--- config.mk ---
export PLATFORM = sky130hd
export DESIGN_NAME = rc5_key_mix_flat
export DESIGN_NICKNAME = d
export VERILOG_FILES = /design/src/rtl/rc5_key_mix_if.sv /design/src/rtl/rc5_key_mix.sv /design/src/flat_wrapper.sv
export SDC_FILE = /design/constraint.sdc
export NUM_CORES = 1
export LEC_CHECK = 0
export ABC_AREA = 1
export BUFFER_PORTS_ARGS = -buffer_cell sky130_fd_sc_hd__buf_2
export CAP_MARGIN = 10
export CORE_ASPECT_RATIO = 2
export CORE_UTILIZATION = 45
export CTS_CLUSTER_DIAMETER = 80
export DETAILED_ROUTE_END_ITERATION = 10
export GPL_ROUTABILITY_DRIVEN = 0
export RECOVER_POWER = 25
export REMOVE_ABC_BUFFERS = 1
export SLEW_MARGIN = 10
export SYNTH_ARGS = -nofsm -noshare
export SYNTH_HDL_FRONTEND = slang
export SYNTH_SLANG_ARGS = --single-unit
--- constraint.sdc ---
create_clock -name clk -period 9.4 [get_ports clk]
set_input_delay 1.88 -clock clk [delete_from_list [all_inputs] [get_ports clk]]
set_output_delay 1.88 -clock clk [all_outputs]
set_load 0.05 [all_outputs]
--- src/rtl/rc5_key_mix_if.sv ---
// RC5 key-mix bus: start/busy/done handshake plus the S and L RAM ports.
// master = key-mix engine, slave = RAMs and the controller that pulses start.
interface rc5_key_mix_if #(
  parameter int W = 32,
  parameter int B = 16,
  parameter int R = 12
);
  localparam int U        = W / 8;
  localparam int C        = B / U;
  localparam int T        = 2 * (R + 1);
  localparam int T_LENGTH = $clog2(T);
  localparam int C_LENGTH = $clog2(C);

  logic                start;
  logic [T_LENGTH-1:0] S_address;
  logic [W-1:0]        S_sub_i;
  logic [W-1:0]        S_sub_i_prima;
  logic                S_we;
  logic [C_LENGTH-1:0] L_address;
  logic [W-1:0]        L_sub_i;
  logic [W-1:0]        L_sub_i_prima;
  logic                L_we;
  logic                busy;
  logic                done;

  modport master (
    input  start, S_sub_i, L_sub_i,
    output S_address, S_sub_i_prima, S_we,
           L_address, L_sub_i_prima, L_we,
           busy, done
  );

  modport slave (
    output start, S_sub_i, L_sub_i,
    input  S_address, S_sub_i_prima, S_we,
           L_address, L_sub_i_prima, L_we,
           busy, done
  );
endinterface

--- src/rtl/rc5_key_mix.sv ---
// RC5 key-schedule mixing stage. Runs N = 3*max(T,C) iterations of
//   A = S[i] = rotl(S[i]+A+B, 3);  B = L[j] = rotl(L[j]+A+B, A+B)
// over external S (T words) and L (C words) RAMs with 1-cycle read latency.
// Each iteration is 4 cycles: ADDR, READ, MIX_S (S write), MIX_L (L write).
// Optional macro RC5_S_INIT_EN: an INIT phase first fills S[i] = P + i*Q,
// one word per cycle; without it S must be preloaded before start.
module rc5_key_mix #(
  parameter int W = 32,
  parameter int B = 16,
  parameter int R = 12
) (
  input logic           clk,
  input logic           rst,
  rc5_key_mix_if.master bus
);
  localparam int U        = W / 8;
  localparam int C        = B / U;
  localparam int T        = 2 * (R + 1);
  localparam int N        = 3 * ((T > C) ? T : C);
  localparam int T_LENGTH = $clog2(T);
  localparam int C_LENGTH = $clog2(C);
  localparam int CNT_W    = $clog2(N);
  localparam int SH_W     = $clog2(W);

`ifdef RC5_S_INIT_EN
  localparam logic [W-1:0] P = (W == 16) ? W'(64'hB7E1) :
                               (W == 32) ? W'(64'hB7E15163) :
                                           W'(64'hB7E151628AED2A6B);
  localparam logic [W-1:0] Q = (W == 16) ? W'(64'h9E37) :
                               (W == 32) ? W'(64'h9E3779B9) :
                                           W'(64'h9E3779B97F4A7C15);
`endif

  typedef enum logic [2:0] {
    IDLE,
`ifdef RC5_S_INIT_EN
    INIT,
`endif
    ADDR,
    READ,
    MIX_S,
    MIX_L,
    DONE
  } state_t;

  state_t           state;
  logic [W-1:0]     a_q;
  logic [W-1:0]     b_q;
  logic [W-1:0]     l_q;
  logic [CNT_W-1:0] count_q;

  logic [W-1:0] sum_s;
  logic [W-1:0] a_next;
  logic [W-1:0] ab_sum;
  logic [W-1:0] sum_l;
  logic [W-1:0] b_next;

  // Rotate left: the upper half of {x,x} shifted by n is x rotated by n,
  // and n = 0 falls out naturally.
  function automatic logic [W-1:0] rotl(input logic [W-1:0] x,
                                        input logic [SH_W-1:0] n);
    logic [2*W-1:0] d;
    d = {x, x} << n;
    return d[2*W-1:W];
  endfunction

  // S-side mix uses the RAM word as it arrives in READ.
  assign sum_s  = bus.S_sub_i + a_q + b_q;
  assign a_next = rotl(sum_s, SH_W'(3));
  // L-side mix runs in MIX_S, when a_q already holds the new A.
  assign ab_sum = a_q + b_q;
  assign sum_l  = l_q + ab_sum;
  assign b_next = rotl(sum_l, ab_sum[SH_W-1:0]);

  // Sequencer and all registered outputs. S_address/L_address double as i/j.
  // NOTE: every register here uses <= so all state updates see pre-edge values;
  // a blocking A update would leak the new A into same-edge expressions.
  always_ff @(posedge clk or negedge rst) begin
    if (!rst) begin
      state             <= IDLE;
      a_q               <= '0;
      b_q               <= '0;
      l_q               <= '0;
      count_q           <= '0;
      bus.S_address     <= '0;
      bus.S_sub_i_prima <= '0;
      bus.S_we          <= 1'b0;
      bus.L_address     <= '0;
      bus.L_sub_i_prima <= '0;
      bus.L_we          <= 1'b0;
      bus.busy          <= 1'b0;
      bus.done          <= 1'b0;
    end else begin
      unique case (state)
        IDLE, DONE: begin
          if (bus.start) begin
            a_q           <= '0;
            b_q           <= '0;
            count_q       <= '0;
            bus.S_address <= '0;
            bus.L_address <= '0;
            bus.busy      <= 1'b1;
            bus.done      <= 1'b0;
`ifdef RC5_S_INIT_EN
            bus.S_sub_i_prima <= P;
            bus.S_we          <= 1'b1;
            state             <= INIT;
`else
            state             <= ADDR;
`endif
          end
        end
`ifdef RC5_S_INIT_EN
        INIT: begin
          if (bus.S_address == T_LENGTH'(T - 1)) begin
            bus.S_we      <= 1'b0;
            bus.S_address <= '0;
            state         <= ADDR;
          end else begin
            bus.S_address     <= bus.S_address + 1'b1;
            bus.S_sub_i_prima <= bus.S_sub_i_prima + Q;
          end
        end
`endif
        ADDR: state <= READ;
        READ: begin
          a_q               <= a_next;
          bus.S_sub_i_prima <= a_next;
          bus.S_we          <= 1'b1;
          l_q               <= bus.L_sub_i;
          state             <= MIX_S;
        end
        MIX_S: begin
          bus.S_we          <= 1'b0;
          b_q               <= b_next;
          bus.L_sub_i_prima <= b_next;
          bus.L_we          <= 1'b1;
          state             <= MIX_L;
        end
        MIX_L: begin
          bus.L_we <= 1'b0;
          if (count_q == CNT_W'(N - 1)) begin
            bus.busy <= 1'b0;
            bus.done <= 1'b1;
            state    <= DONE;
          end else begin
            count_q       <= count_q + 1'b1;
            // T is not a power of two, so i wraps on an explicit compare.
            bus.S_address <= (bus.S_address == T_LENGTH'(T - 1)) ? '0 : bus.S_address + 1'b1;
            bus.L_address <= (bus.L_address == C_LENGTH'(C - 1)) ? '0 : bus.L_address + 1'b1;
            state         <= ADDR;
          end
        end
        default: state <= IDLE;
      endcase
    end
  end
endmodule

--- src/flat_wrapper.sv ---
// flat-port wrapper written by rule: the top's interface ports become plain ports
module rc5_key_mix_flat 
#(
  parameter int W = 32,
  parameter int B = 16,
  parameter int R = 12
)
  (clk, rst, bus_start, bus_S_sub_i, bus_L_sub_i, bus_S_address, bus_S_sub_i_prima, bus_S_we, bus_L_address, bus_L_sub_i_prima, bus_L_we, bus_busy, bus_done);
  rc5_key_mix_if #(.W(W), .B(B), .R(R)) bus_i ();
  input logic clk;
  input logic rst;
  input wire logic [$bits(bus_i.start)-1:0] bus_start;
  input wire logic [$bits(bus_i.S_sub_i)-1:0] bus_S_sub_i;
  input wire logic [$bits(bus_i.L_sub_i)-1:0] bus_L_sub_i;
  output wire logic [$bits(bus_i.S_address)-1:0] bus_S_address;
  output wire logic [$bits(bus_i.S_sub_i_prima)-1:0] bus_S_sub_i_prima;
  output wire logic [$bits(bus_i.S_we)-1:0] bus_S_we;
  output wire logic [$bits(bus_i.L_address)-1:0] bus_L_address;
  output wire logic [$bits(bus_i.L_sub_i_prima)-1:0] bus_L_sub_i_prima;
  output wire logic [$bits(bus_i.L_we)-1:0] bus_L_we;
  output wire logic [$bits(bus_i.busy)-1:0] bus_busy;
  output wire logic [$bits(bus_i.done)-1:0] bus_done;
  assign bus_i.start = bus_start;
  assign bus_i.S_sub_i = bus_S_sub_i;
  assign bus_i.L_sub_i = bus_L_sub_i;
  assign bus_S_address = bus_i.S_address;
  assign bus_S_sub_i_prima = bus_i.S_sub_i_prima;
  assign bus_S_we = bus_i.S_we;
  assign bus_L_address = bus_i.L_address;
  assign bus_L_sub_i_prima = bus_i.L_sub_i_prima;
  assign bus_L_we = bus_i.L_we;
  assign bus_busy = bus_i.busy;
  assign bus_done = bus_i.done;
  rc5_key_mix #(.W(W), .B(B), .R(R)) u_core (.clk(clk), .rst(rst), .bus(bus_i));
endmodule
### Word level (Yosys, flattened, before mapping)

Cells that the tools add are included.
W data, S select, Z words.

* reductions and logical operators: 11
* add/subtract/negate cells: 7
* equal/unequal tests: 11
* shift operators: 1
* mux-type cells: 25

Operators by type and width (number)
* $add A32 B32 Y32: 4
* $pmux W32 S2: 2
* $shl A64 B5 Y64: 1
* $mux W32: 1
* $mux W5: 3
* $pmux W3 S5: 1
* $mux W7: 2
* $pmux W7 S2: 1
* $pmux W5 S2: 1
* $reduce_bool A2 Y1: 5
* $pmux W1 S2: 4
* $add A7 B1 Y7 const B: 1
* $eq A7 B7 Y1 const B: 1
* $eq A3 B2 Y1 const B: 2
* $eq A3 B3 Y1 const B: 2
* $mux W2: 3
* $mux W3: 2
* $reduce_and A3 Y1: 2
* $add A5 B1 Y5 const B: 1
* $eq A5 B5 Y1 const B: 1
* $mux W1: 4
* $ne A2 B2 Y1 const B: 2
* $pmux W2 S2: 1
* $reduce_and A2 Y1: 2
* other kinds (6): 6

* bits in registers: 181
* logic and storage cells: 68

### Longest topological paths before layout

* depth after elaboration: 4
* gate-level depth with buffers: 38
* depth with buffers taken out: 38

### Worst setup path after synthesis

Ideal clock, no wire load.

* path type: input -> register
* from: in bus_S_sub_i[1]
* to: reg u_core.a_q[30]
* path slack: 4996 ps
* arrival: 4285 ps
* path buffers: 0
* cell stages on the path: 16
* path through: fa_1 ha_1 inv_1 fa_1 o21ai_1 a21oi_1 o21bai_1 nand2_1 nand2_1 nand2_1 nand2_1 a21boi_1 o21ai_0 nand2_1 nand3_1 nand2_1

* word-level cells in the longest chain between the ends: 3

Ends and longest elaborated chain
* start, declared: line flat_wrapper.sv:13 `input wire logic [$bits(bus_i.S_sub_i)-1:0] bus_S_sub_i;`
* $add A32 B32 Y32 (2 in series): line rc5_key_mix.sv:68 `assign sum_s = bus.S_sub_i + a_q + b_q;`
* $pmux W32 S2: line rc5_key_mix.sv:94 `unique case (state)`
* end signal, assigned: line rc5_key_mix.sv:127 `a_q <= a_next;`
* end, declared: line rc5_key_mix.sv:47 `logic [W-1:0] a_q;`

No other way between the ends.
A chain may end at the register's enable or synchronous reset.

### Worst setup path after layout

* from: reg u_core.a_q[0]
* to: reg u_core.b_q[24]

* word-level cells in the longest chain between the ends: 4

Ends and longest elaborated chain
* $add A32 B32 Y32 (*): line rc5_key_mix.sv:71 `assign ab_sum = a_q + b_q;`
* $add A32 B32 Y32: line rc5_key_mix.sv:72 `assign sum_l = l_q + ab_sum;`
* $shl A64 B5 Y64 (*): line rc5_key_mix.sv:63 `d = {x, x} << n;`
* $pmux W32 S2 (*): line rc5_key_mix.sv:94
* end signal, assigned: line rc5_key_mix.sv:135 `b_q <= b_next;`
* end, declared: line rc5_key_mix.sv:48 `logic [W-1:0] b_q;`

Mark *: on every way between the ends. The rest lies on a longest branch, timed or not.

==> flow_summary.json <==
{
  "max_freq_ghz": 0.176,
  "ys_dominant_reg_cell": "dfrtp_1",
  "filler_cell_count": 3451,
  "holdPathEnd": "u_core.bus.S_sub_i_prima[4]",
  "reg2reg_depth": 29,
  "cts_setup_buffers": 0,
  "ioPinCount": 142,
  "startpoint_type": "flop",
  "cts.sinks": 181,
  "cp_common_cell": "nand2_1",
  "area_growth_pct": 11.0,
  "path_clk_slew_ns": 0.08,
  "grt_pass1_vias": 15100,
  "drc": 0,
  "status": "finished, violations left",
  "grt_overflow": 0,
  "finalWirelength_um": 53500,
  "dieArea_mm2": 0.0339,
  "regArea_mm2": 0.00453,
  "core_mm2": 0.0323,
  "tns_ns": 0,
  "setup_viol": 0,
  "antenna_left": 0,
  "critPathKind": "flop to flop",
  "tritoncts": "done",
  "track_usage": 0.330,
  "failed_checks": "max-capacitance violations, max-slew violations",
  "synth.avg_cell_area_um2": 6.68,
  "hold_violations": 0,
  "slew_headroom": -1.46,
  "layout-drive-gt1-share": 0.0878,
  "maxCapViolations": 4,
  "rr_endpoint": "u_core.b_q[24]",
  "antenna_found_initial": 0,
  "worst_slew_pin_slew_ns": 3.69,
  "multiInputGateArea_mm2": 0.00916,
  "min_path_cells": 2,
  "hpwl_um": 42400,
  "dr.first_iter.drc_count": 1015,
  "synthArstFlopShare": 1.00,
  "grt_pass1_wl_um": 81900,
  "grt_max_degree": 75,
  "start_util": 0.461,
  "r2r_start": "u_core.a_q[0]",
  "fin_skew_ns": 0.0154,
  "htree_levels": 4,
  "yosysWarningCount": 0,
  "port_buffers": 141,
  "rsz0062_at_grt": "false",
  "critPathCaptureType": "flop",
  "cts_max_path_buffers": 2,
  "hold_class": "flop to flop",
  "die_w_um": 131,
  "netlist_area_mm2": 0.0149,
  "post-route-period-util": 0.603,
  "dr.pass1.iters": 6,
  "synth_cell_types": 48,
  "slowest_stage": "fa_1",
  "min_from": "u_core.bus.S_sub_i_prima[4]",
  "antenna_cells": 0,
  "layout_min_cycle_time_ns": 5.67,
  "wl_per_cell_um": 19.2,
  "crit_arrival_ns": 6.01,
  "drt-vias-per-instance": 5.42,
  "hold_buffers": 0,
  "dr_total_vias": 15100,
  "timing.hold.ws_ns": 0.473,
  "max_stage_delay_ns": 0.49,
  "crit_fanout": 4,
  "syn_inst": 2231,
  "nNetsFinal": 2547,
  "cts_resized": 0,
  "crit_required_ns": 9.74,
  "die_h_um": 259,
  "synth.ff_latch_count": 181,
  "clockRootBuffer": "clkbuf_16",
  "synth_edf_count": 0,
  "seq_area_frac_synth": 0.304,
  "numCtsBuffers": 17,
  "clkLatencyLatePin_ns": 0.48,
  "rows": 93,
  "r2r_setup_slack_ns": 3.73,
  "maxSlewViolCount": 173
}
==> Yosys cell counts (8+ instances only) <==
cell type	instances	area, µm²
a21oi_1	99	495
buf_2	20	100
clkbuf_1	34	128
dfrtp_1	181	4530
fa_1	34	681
ha_1	101	1260
inv_1	266	998
nand2_1	832	3120
nand3_1	340	1700
nand4_1	24	150
nor2_1	105	394
nor3_1	8	40.0
o21ai_0	50	250
or2_2	9	56.3
xnor2_1	18	158
xor2_1	30	263
==> how the worst max path moves through the flow <==
| stage | cells after the start | slack, ns | startpoint | end |
|---|---|---|---|---|
| after floorplan | 23 | 4.04 | u_core.b_q[0] | u_core.bus.L_sub_i_prima[26] |
| after global placement | 35 | 4.18 | u_core.b_q[0] | u_core.bus.L_sub_i_prima[26] |
| after detailed placement | 35 | 4.14 | u_core.a_q[0] | u_core.b_q[26] |
| after CTS | 35 | 4.13 | u_core.a_q[0] | u_core.b_q[26] |
| after global routing | 36 | 3.26 | u_core.a_q[0] | u_core.bus.L_sub_i_prima[24] |
| final | 29 | 3.73 | u_core.a_q[0] | u_core.b_q[24] |
==> metal layers <==
layer	share of wire	vias to the layer above	GRT usage
met5	0	-	0
li1	-	7381	-
met3	0.052	174	0.0604
met2	0.52	536	0.581
met4	0.085	0	0.261
met1	0.35	7004	0.334
==> critical path: cells and delay by family (launching register included) <==
kind	cells	cell delay [ns]
AO/OA/AOI/OAI	2	0.36
XOR/XNOR	1	0.37
adder cells (fa/ha/maj)	3	0.94
buffers and inverters	2	0.11
flip-flops	1	0.38
AND/OR/NAND/NOR	21	3.37
==> state kept, by name, summed over array words and instances, names as in the netlist <==
name                      cells
u_core.bus.L_address          2
u_core.bus.L_sub_i_prima     32
u_core.bus.S_we               1
u_core.bus.S_address          5
u_core.a_q                   32
u_core.bus.L_we               1
u_core.bus.busy               1
u_core.bus.done               1
u_core.state                  3
u_core.l_q                   32
u_core.bus.S_sub_i_prima     32
u_core.count_q                7
u_core.b_q                   32
==> final cells by class <==
class	instances	share of cell area
clock buffers	19	0.0262
repair buffers	153	0.0473
well taps	427	0.0323
inverters	268	0.0608
clock inverters	13	0.00620
flip-flops and latches	181	0.274
multi-input cells	1724	0.553
==> cell families (layout without fill, tap and decap cells) <==
| family | count (synthesis) | in the layout | share of synthesized area |
|---|---|---|---|
| AOI/OAI and AO/OA | 198 | 198 | 0.0747 |
| xor gates and xnor gates | 48 | 48 | 0.0282 |
| adders and majority gates | 135 | 135 | 0.130 |
| buffers and inverters | 326 | 453 | 0.0840 |
| DFF | 181 | 181 | 0.304 |
| muxes | 2 | 2 | 0.00134 |
| and+or+nand+nor | 1341 | 1341 | 0.377 |
==> metrics by stage <==
stage	worst slack [ns]	instances	area, µm²	util
after global placement	4.18	2753	16000	0.496
after global routing	3.26	2785	16500	0.511
after CTS	4.13	2785	16600	0.512
after detailed placement	4.14	2753	16000	0.496
after floorplan	4.04	2173	14700	-
final	3.73	2785	16500	0.511
==> placed cells by master (no fill, tap or decap), types with 4 or more instances in the layout <==
cell type,count
clkinv_2,4
buf_2,139
xnor2_1,17
ha_1,101
nand3_1,340
or2_2,9
a21o_1,6
inv_1,266
and2_1,6
nand4_1,24
buf_4,9
fa_1,34
nand2_2,4
clkbuf_1,7
a21oi_1,100
o21a_1,7
o21ai_1,4
nand2_1,832
nor2_1,104
xor2_1,28
o21bai_1,4
o21ai_0,50
clkbuf_16,17
dfrtp_1,181
nor3_1,8
Power is left out: the tool's default activity adds up to more than one toggle a clock period on the data nets, which glitch-free logic cannot reach.
